`config.mk`:
```
export PLATFORM = sky130hd
export DESIGN_NAME = ham_secded_pipe
export DESIGN_NICKNAME = d
export VERILOG_FILES = /design/src/rtl/ham_pkg.sv /design/src/rtl/ham_secded_core.sv /design/src/rtl/ham_secded_pipe.sv
export SDC_FILE = /design/constraint.sdc
export NUM_CORES = 1
export LEC_CHECK = 0
export ABC_AREA = 1
export BUFFER_PORTS_ARGS = -buffer_cell sky130_fd_sc_hd__clkbuf_2
export CELL_PAD_IN_SITES_DETAIL_PLACEMENT = 1
export CELL_PAD_IN_SITES_GLOBAL_PLACEMENT = 2
export CORE_MARGIN = 2
export CORE_UTILIZATION = 32
export DETAILED_ROUTE_END_ITERATION = 16
export HOLD_SLACK_MARGIN = 0.1
export PLACE_DENSITY_LB_ADDON = 0.1
export SLEW_MARGIN = 20
export SYNTH_ARGS = -nofsm -noshare
export SYNTH_HDL_FRONTEND = slang
export SYNTH_SLANG_ARGS = --single-unit
export TNS_END_PERCENT = 1
```
`constraint.sdc`:
```
create_clock -name clk -period 2.2 [get_ports clk]
set_input_delay 0.11 -clock clk [delete_from_list [all_inputs] [get_ports clk]]
set_output_delay 0.11 -clock clk [all_outputs]
set_load 0.01 [all_outputs]
```
`src/rtl/ham_pkg.sv`:
```
// ham_pkg: shared constants and elaboration-time helpers for the SECDED codec.
package ham_pkg;

    localparam logic MODE_ENC = 1'b0;
    localparam logic MODE_DEC = 1'b1;

    function automatic int ham_r(input int data_w);
        int r = 1;
        while ((1 << r) < data_w + r + 1) r++;
        return r;
    endfunction

    function automatic logic is_pow2(input int pos);
        return pos > 0 && (pos & (pos - 1)) == 0;
    endfunction

    // Hamming position (1-based) that holds data bit k.
    function automatic int data_pos(input int k);
        int n = 0;
        int pos = 0;
        for (int p = 3; p < 80; p++)
            if (!is_pow2(p)) begin
                if (n == k) pos = p;
                n++;
            end
        return pos;
    endfunction

endpackage

```
`src/rtl/ham_secded_core.sv`:
```
// ham_secded_core: combinational extended-Hamming encoder and syndrome/parity/data extractor.
module ham_secded_core import ham_pkg::*; #(
    parameter  int DATA_W = 4,
    localparam int R      = ham_r(DATA_W),
    localparam int CODE_W = DATA_W + R + 1
) (
    input  logic [DATA_W-1:0] data_i,
    input  logic [CODE_W-1:0] code_i,
    output logic [CODE_W-1:0] code_o,
    output logic [R-1:0]      syn_o,
    output logic              par_o,
    output logic [DATA_W-1:0] data_o
);

    logic [CODE_W-2:0] dmap;
    logic [CODE_W-2:0] pmap;
    logic [R-1:0]      enc_syn;

    for (genvar p = 1; p < CODE_W; p++) begin : g_pos
        if (is_pow2(p)) begin : g_par
            assign dmap[p-1] = 1'b0;
            assign pmap[p-1] = enc_syn[$clog2(p)];
        end else begin : g_dat
            assign pmap[p-1] = 1'b0;
        end
    end

    for (genvar k = 0; k < DATA_W; k++) begin : g_data
        assign dmap[data_pos(k)-1] = data_i[k];
        assign data_o[k]           = code_i[data_pos(k)-1];
    end

    // Parity bits equal the syndrome of the data-only word.
    always_comb begin
        enc_syn = '0;
        syn_o   = '0;
        for (int i = 1; i < CODE_W; i++) begin
            if (dmap[i-1]) enc_syn = enc_syn ^ R'(i);
            if (code_i[i-1]) syn_o = syn_o ^ R'(i);
        end
    end

    assign code_o = {^(dmap | pmap), dmap | pmap};
    assign par_o  = ^code_i;

endmodule

```
`src/rtl/ham_secded_pipe.sv`:
```
// ham_secded_pipe: two-stage valid/ready SECDED encode/decode pipeline with saturating error counters.
module ham_secded_pipe import ham_pkg::*; #(
    parameter  int DATA_W = 4,
    parameter  int CNT_W  = 16,
    localparam int R      = ham_r(DATA_W),
    localparam int CODE_W = DATA_W + R + 1
) (
    input  logic              clk,
    input  logic              reset_n,
    input  logic              in_valid,
    output logic              in_ready,
    input  logic              in_mode,
    input  logic [CODE_W-1:0] in_data,
    output logic              out_valid,
    input  logic              out_ready,
    output logic [CODE_W-1:0] out_data,
    output logic              out_corr,
    output logic              out_uncorr,
    input  logic              cnt_clr,
    output logic [CNT_W-1:0]  corr_cnt,
    output logic [CNT_W-1:0]  uncorr_cnt
);

    logic [CODE_W-1:0] enc_code;
    logic [R-1:0]      syn;
    logic              par;
    logic [DATA_W-1:0] ext_data;

    ham_secded_core #(.DATA_W(DATA_W)) u_core (
        .data_i (in_data[DATA_W-1:0]),
        .code_i (in_data),
        .code_o (enc_code),
        .syn_o  (syn),
        .par_o  (par),
        .data_o (ext_data)
    );

    logic              s1_valid_q, s1_valid_d, s1_mode_q, s1_par_q;
    logic [CODE_W-1:0] s1_word_q;
    logic [DATA_W-1:0] s1_data_q;
    logic [R-1:0]      s1_syn_q;
    logic              s2_valid_q, s2_valid_d, s2_corr_q, s2_corr_d, s2_uncorr_q, s2_uncorr_d;
    logic [CODE_W-1:0] s2_data_q, s2_data_d;
    logic [CNT_W-1:0]  corr_cnt_q, corr_cnt_d, uncorr_cnt_q, uncorr_cnt_d;
    logic              s1_load, s2_load, s2_move, dec_corr, dec_uncorr;
    logic [DATA_W-1:0] flip;

    assign s2_move    = s2_valid_q && out_ready;
    assign s2_load    = !s2_valid_q || out_ready;
    assign in_ready   = !s1_valid_q || s2_load;
    assign s1_load    = in_valid && in_ready;
    assign s1_valid_d = in_ready ? in_valid : s1_valid_q;
    assign s2_valid_d = s2_load ? s1_valid_q : s2_valid_q;

    // Syndromes past the last real position belong to the shortened part of the code.
    assign dec_corr   = s1_par_q && int'(s1_syn_q) < CODE_W;
    assign dec_uncorr = s1_syn_q != '0 && !dec_corr;

    for (genvar k = 0; k < DATA_W; k++) begin : g_flip
        assign flip[k] = dec_corr && s1_syn_q == R'(data_pos(k));
    end

    always_comb begin
        s2_data_d   = s2_data_q;
        s2_corr_d   = s2_corr_q;
        s2_uncorr_d = s2_uncorr_q;
        if (s2_load && s1_valid_q) begin
            s2_data_d   = (s1_mode_q == MODE_DEC) ? CODE_W'(s1_data_q ^ flip) : s1_word_q;
            s2_corr_d   = (s1_mode_q == MODE_DEC) && dec_corr;
            s2_uncorr_d = (s1_mode_q == MODE_DEC) && dec_uncorr;
        end
    end

    always_comb begin
        corr_cnt_d   = cnt_clr ? '0 :
                       (s2_move && s2_corr_q && corr_cnt_q != '1) ? corr_cnt_q + 1'b1 : corr_cnt_q;
        uncorr_cnt_d = cnt_clr ? '0 :
                       (s2_move && s2_uncorr_q && uncorr_cnt_q != '1) ? uncorr_cnt_q + 1'b1 : uncorr_cnt_q;
    end

    always_ff @(posedge clk or negedge reset_n) begin
        if (!reset_n) begin
            s1_valid_q <= 1'b0;
            s1_mode_q  <= MODE_ENC;
            s1_word_q  <= '0;
            s1_data_q  <= '0;
            s1_syn_q   <= '0;
            s1_par_q   <= 1'b0;
        end else begin
            s1_valid_q <= s1_valid_d;
            if (s1_load) begin
                s1_mode_q <= in_mode;
                s1_word_q <= (in_mode == MODE_DEC) ? in_data : enc_code;
                s1_data_q <= ext_data;
                s1_syn_q  <= syn;
                s1_par_q  <= par;
            end
        end
    end

    always_ff @(posedge clk or negedge reset_n) begin
        if (!reset_n) begin
            s2_valid_q   <= 1'b0;
            s2_data_q    <= '0;
            s2_corr_q    <= 1'b0;
            s2_uncorr_q  <= 1'b0;
            corr_cnt_q   <= '0;
            uncorr_cnt_q <= '0;
        end else begin
            s2_valid_q   <= s2_valid_d;
            s2_data_q    <= s2_data_d;
            s2_corr_q    <= s2_corr_d;
            s2_uncorr_q  <= s2_uncorr_d;
            corr_cnt_q   <= corr_cnt_d;
            uncorr_cnt_q <= uncorr_cnt_d;
        end
    end

    assign out_valid  = s2_valid_q;
    assign out_data   = s2_data_q;
    assign out_corr   = s2_corr_q;
    assign out_uncorr = s2_uncorr_q;
    assign corr_cnt   = corr_cnt_q;
    assign uncorr_cnt = uncorr_cnt_q;

endmodule

```
Yosys cells after proc, flatten, opt, wreduce, memory -nomap -nowiden --
Index checks and enable logic that the tools add are counted.
Storage, ports and cells: output and inout port bits 44, input bits 14, register bits 61, word-level logic and storage cells 72
Cells by class: bitwise operators 11, reduce and logical (&&, ||, !) cells 24, mux-type cells 17, add/subtract/negate cells 2, eq/ne operators 6
Operator list (number):
- 2-to-1 mux 16 bit | 4
- adder 16 x 1 -> 16 bit (second input constant) | 2
- != test 16 bit (second input constant) | 2
- 2-to-1 mux 3 bit | 7
- 2-to-1 mux 8 bit | 2
- logical AND 1 bit | 14
- equality test 3 bit (second input constant) | 3
- NOT 2 bit | 4
- XOR reduction 8 bit | 1
- bitwise OR 7 x 4 -> 7 bit | 1
- XOR reduction 7 bit | 1
- 2-to-1 mux 2 bit | 3
- NOT 3 bit | 2
- nonzero test 2 bit | 2
- bitwise XOR 4 bit | 1
- equality test 3 x 2 -> 1 bit (second input constant) | 1
- logical NOT 1 bit | 3
- nonzero test 3 bit | 1
- logical OR 1 bit | 2
- NOT 1 bit (first input constant) | 2
- NOT 1 -> 2 bit | 1
- 2-to-1 mux 1 bit | 1

Longest topological paths before layout --
word-level depth 11, gate-level depth with buffers 11, gate-level depth less buffers 11

Modules after synthesis --
Synthesis repeated with hierarchy kept, for this count alone.
Unflattened totals: cell total of the unflattened synthesis 500, area, all modules 3618.5 um2
Modules (own cells, without submodules):
- ham_secded_pipe | times used 1, area each 3263.1 um2, sequential area each 1526.5 um2, cells an instance 439
- ham_secded_core | times used 1, area each 355.3 um2, sequential area each 0.0 um2, cells an instance 61

Worst setup path after synthesis --
OpenSTA, ideal clock, no wires.
path type register to register, from register corr_cnt_q[0] (netlist: corr_cnt[0]), to register corr_cnt_q[2] (netlist: corr_cnt[2]), path buffers 1, clock period less this slack 1.596 ns, setup slack 0.604 ns, setup time 0.066 ns, cell stages (with the launch flop) 10, arrival time 1.531 ns, data required time 2.134 ns, cells stage by stage dfrtp_1 -> ha_1 -> nand3_2 -> inv_2 -> nand2_2 -> nor2_2 -> nor2_4 -> buf_2 -> nand4_1 -> nand2_1
On the way: cells in the longest elaborated chain, start to end 3, elaborated cells between the ends (all ways) 6, classes of those cells add/sub: 1; eq/ne: 1; mux: 2; reduce/logical: 2
Ends and longest elaborated chain:
- from (decl) | line ham_secded_pipe.sv:44 | logic [CNT_W-1:0] corr_cnt_q, corr_cnt_d, uncorr_cnt_q, uncorr_cnt_d;
- from (signal assigned) | line ham_secded_pipe.sv:114 | corr_cnt_q <= corr_cnt_d;
- adder 16 x 1 -> 16 bit or != test 16 bit (tied branches) | line ham_secded_pipe.sv:76 | (s2_move && s2_corr_q && corr_cnt_q != '1) ? corr_cnt_q + 1'b1 : corr_cnt_q;
- 2-to-1 mux 16 bit or logical AND 1 bit (tied branches) | line ham_secded_pipe.sv:76
- 2-to-1 mux 16 bit or nonzero test 2 bit (tied branches)
Several ways; a longest one is shown, not always the timed one. The select of a mux whose other input is x is not followed. A chain may end at the register's enable or synchronous reset.

Worst setup path after layout --
from register corr_cnt_q[0] (netlist: corr_cnt[0]), to register corr_cnt_q[8] (netlist: corr_cnt[8])
Same word-level chain as after synthesis.

==> run metrics <==
run status=completed; Antenna Nets Post-Route=0; CTS tree=yes; Port Buf Inserts=57; syn avg cell area=7.34 um^2; final worst slack=0.334 ns; Rel. slew slack=0.663; kind of critical path=register to register; DR vias/cell=4.94; DRC viols=0; ys async rst share=1.00; Slew @ Worst Pin=0.504 ns; Hold Vio Cnt, Final=0; Global Route Usage Sum=0.180; sequential element share of the synthesized area=0.421; core area=10,900 um^2; EDFF count, synth=0; synth warn=0; Arrival @ worst endpoint=2.08 ns; min cycle time layout=1.87 ns; syn nets=510; gr ovfl total=0; Yosys reg bits=61; clk buf depth=2; worst hold path class=input pin to register; Cell Area, Synth=3620 um^2; Yosys cell types=32; DR iter-0 viols=121; startpoint types=register; setup_tns=0 ns; Crit Path Max Fanout=17; post-CTS setup buffer count=0; diodes inserted=0; clock sinks=61; RSZ-0062 raised after global routing=false; Worst EP required=2.41 ns; DRT Wirelength=10.7 mm; via count=3,460; Skew-Pair Late Insertion Delay=0.33 ns; filler cell count=1,367; H-tree depth=3; Post-synth top flop=dfrtp_1; largest net degree at the start of global routing=62; endpoint class of the critical path=register; Initial Util=0.331; post-CTS sizing=0; die footprint=12,200 um^2; GPL Wtd Cong=0.760; first-pass GRT wire length=18.2 mm; proportion of layout cells with a drive suffix above 1=0.180; Setup Skew=0.0104 ns; die width=110 um; placed cell area=4070 um^2; drt wl/cell=15.3 um; design area=4390 um^2; Final Max Tran Viols=0; Mapped Cells=494; Peak Freq=0.536 GHz; fin crit share=0.848; CTS Buf Count=9; max cap viols=0; Area growth syn-to-layout=21.2%; hold slack final=0.143 ns; initial antenna violation count=0; Peak VDD IR=347 uV; # nets final=572; Clock transition at path regs=0.06 ns; worst slack at placement=0.336 ns; number of placement rows=38; 1st-pass router iterations=4; # setup viols final=0; Lkg Pwr=2.15 nW; hold_buf cts=2; hpwl dp=7.54 mm; DIE HEIGHT=110 um; IO Pins=58; vias in the first global route=3,579; Pwr per Cell Area=768 nW/um^2; CTS Root Cell=clkbuf_16
==> sequential cells by signal (all words and copies together) (netlist names) <==
register and count:
s1_data_q 4, dec_corr 1, uncorr_cnt 16, s1_valid_q 1, s1_mode_q 1, out_valid 1, out_uncorr 1, s1_word_q 8
corr_cnt 16, s1_syn_q 3, out_corr 1, out_data 8
==> Yosys cell counts (all sizes together), types with 6 or more instances <==
cell type	n	area, um^2
a21oi	12	63.8
clkbuf	9	33.8
dfrtp	61	1530
inv	44	165
nand2	177	672
nand3	27	140
nand4	33	206
nor2	54	278
o21ai	23	115
o21bai	7	52.6
or2	6	37.5
xnor2	12	105
xor2	9	78.8
==> final timing paths <==
check                              from      endpoint  slack (ns)  depth (start not counted)
min reg2reg                s1_word_q[3]  s1_word_q[3]        0.48                          2
min                          in_data[6]  s1_data_q[3]        0.14                          3
max in group asynchronous       reset_n  s1_word_q[2]        1.57                          3
max reg2reg                 corr_cnt[0]   corr_cnt[8]        0.33                          9
min in group asynchronous       reset_n   corr_cnt[9]        0.33                          3
max                         corr_cnt[0]   corr_cnt[8]        0.33                          9
==> cells in the final DEF (no fill, tap or decap), types with 3 or more instances in the layout <==
master | synthesis | final
nand3_1 | 26 | 26
xnor2_1 | 12 | 12
nand3b_1 | 3 | 3
clkbuf_16 | 0 | 9
nand2_1 | 174 | 174
clkbuf_2 | 0 | 57
buf_4 | 0 | 5
nand2_2 | 3 | 3
o22ai_1 | 4 | 4
or2_2 | 5 | 5
a21oi_1 | 11 | 11
o21ai_0 | 22 | 22
inv_1 | 42 | 42
nor2_1 | 45 | 45
clkinvlp_4 | 0 | 3
xor2_1 | 9 | 9
dfrtp_1 | 61 | 61
nor2_4 | 5 | 5
o21bai_1 | 7 | 7
nand4_1 | 33 | 33
==> cells by family (layout without fill, tap and decap cells) <==
family | after synthesis | in the layout | synth area share
buffers and inverters | 59 | 126 | 0.0663
and+or+nand+nor | 302 | 302 | 0.377
xor gates and xnor gates | 21 | 21 | 0.0507
AOI/OAI and AO/OA | 48 | 48 | 0.0749
muxes | 1 | 1 | 0.00311
adders and majority gates | 2 | 2 | 0.00690
DFF | 61 | 61 | 0.421
==> through the flow <==
| stage | util | std cells | power (mW) |
|---|---|---|---|
| after CTS | 0.402 | 701 | 3.43 |
| after detailed placement | 0.372 | 683 | 1.96 |
| final | 0.402 | 701 | 3.37 |
| after global routing | 0.402 | 701 | 3.56 |
| after floorplan | - | 494 | 1.71 |
| after global placement | 0.372 | 683 | 1.94 |
==> report_power, final <==
group	switching, mW	total (mW)	internal, mW
registers	0.115	1.36	1.25
logic	0.356	0.565	0.208
clock network	0.566	1.45	0.880
total	1.04	3.37	2.34
==> critical path: stages, from the launching register on <==
cell and delay, ns:
dfrtp_1 0.45, ha_1 0.29, nand3_2 0.12, inv_2 0.04
nand2_2 0.09, nor2_2 0.06, nor2_4 0.40, nor2_8 0.13
nand2_1 0.09, nand2_1 0.06
==> layer usage <==
metal	vias to the layer above	track usage	wire length, um
met5	-	0	0
met4	0	0.0500	117
met3	10	0.0307	241
met2	37	0.316	5440
met1	1691	0.228	4900
li1	1722	-	-
==> cell type report <==
type / count / area (um^2) / area share
Clock buffer: 9 / 225 / 0.0513
Tap cell: 140 / 175 / 0.0399
Inverter: 45 / 169 / 0.0385
Sequential cell: 61 / 1530 / 0.348
Timing Repair Buffer: 65 / 363 / 0.0826
Multi-Input combinational cell: 374 / 1860 / 0.423
Clock inverter: 7 / 75.1 / 0.0171
(Power assumes the default switching activity.)
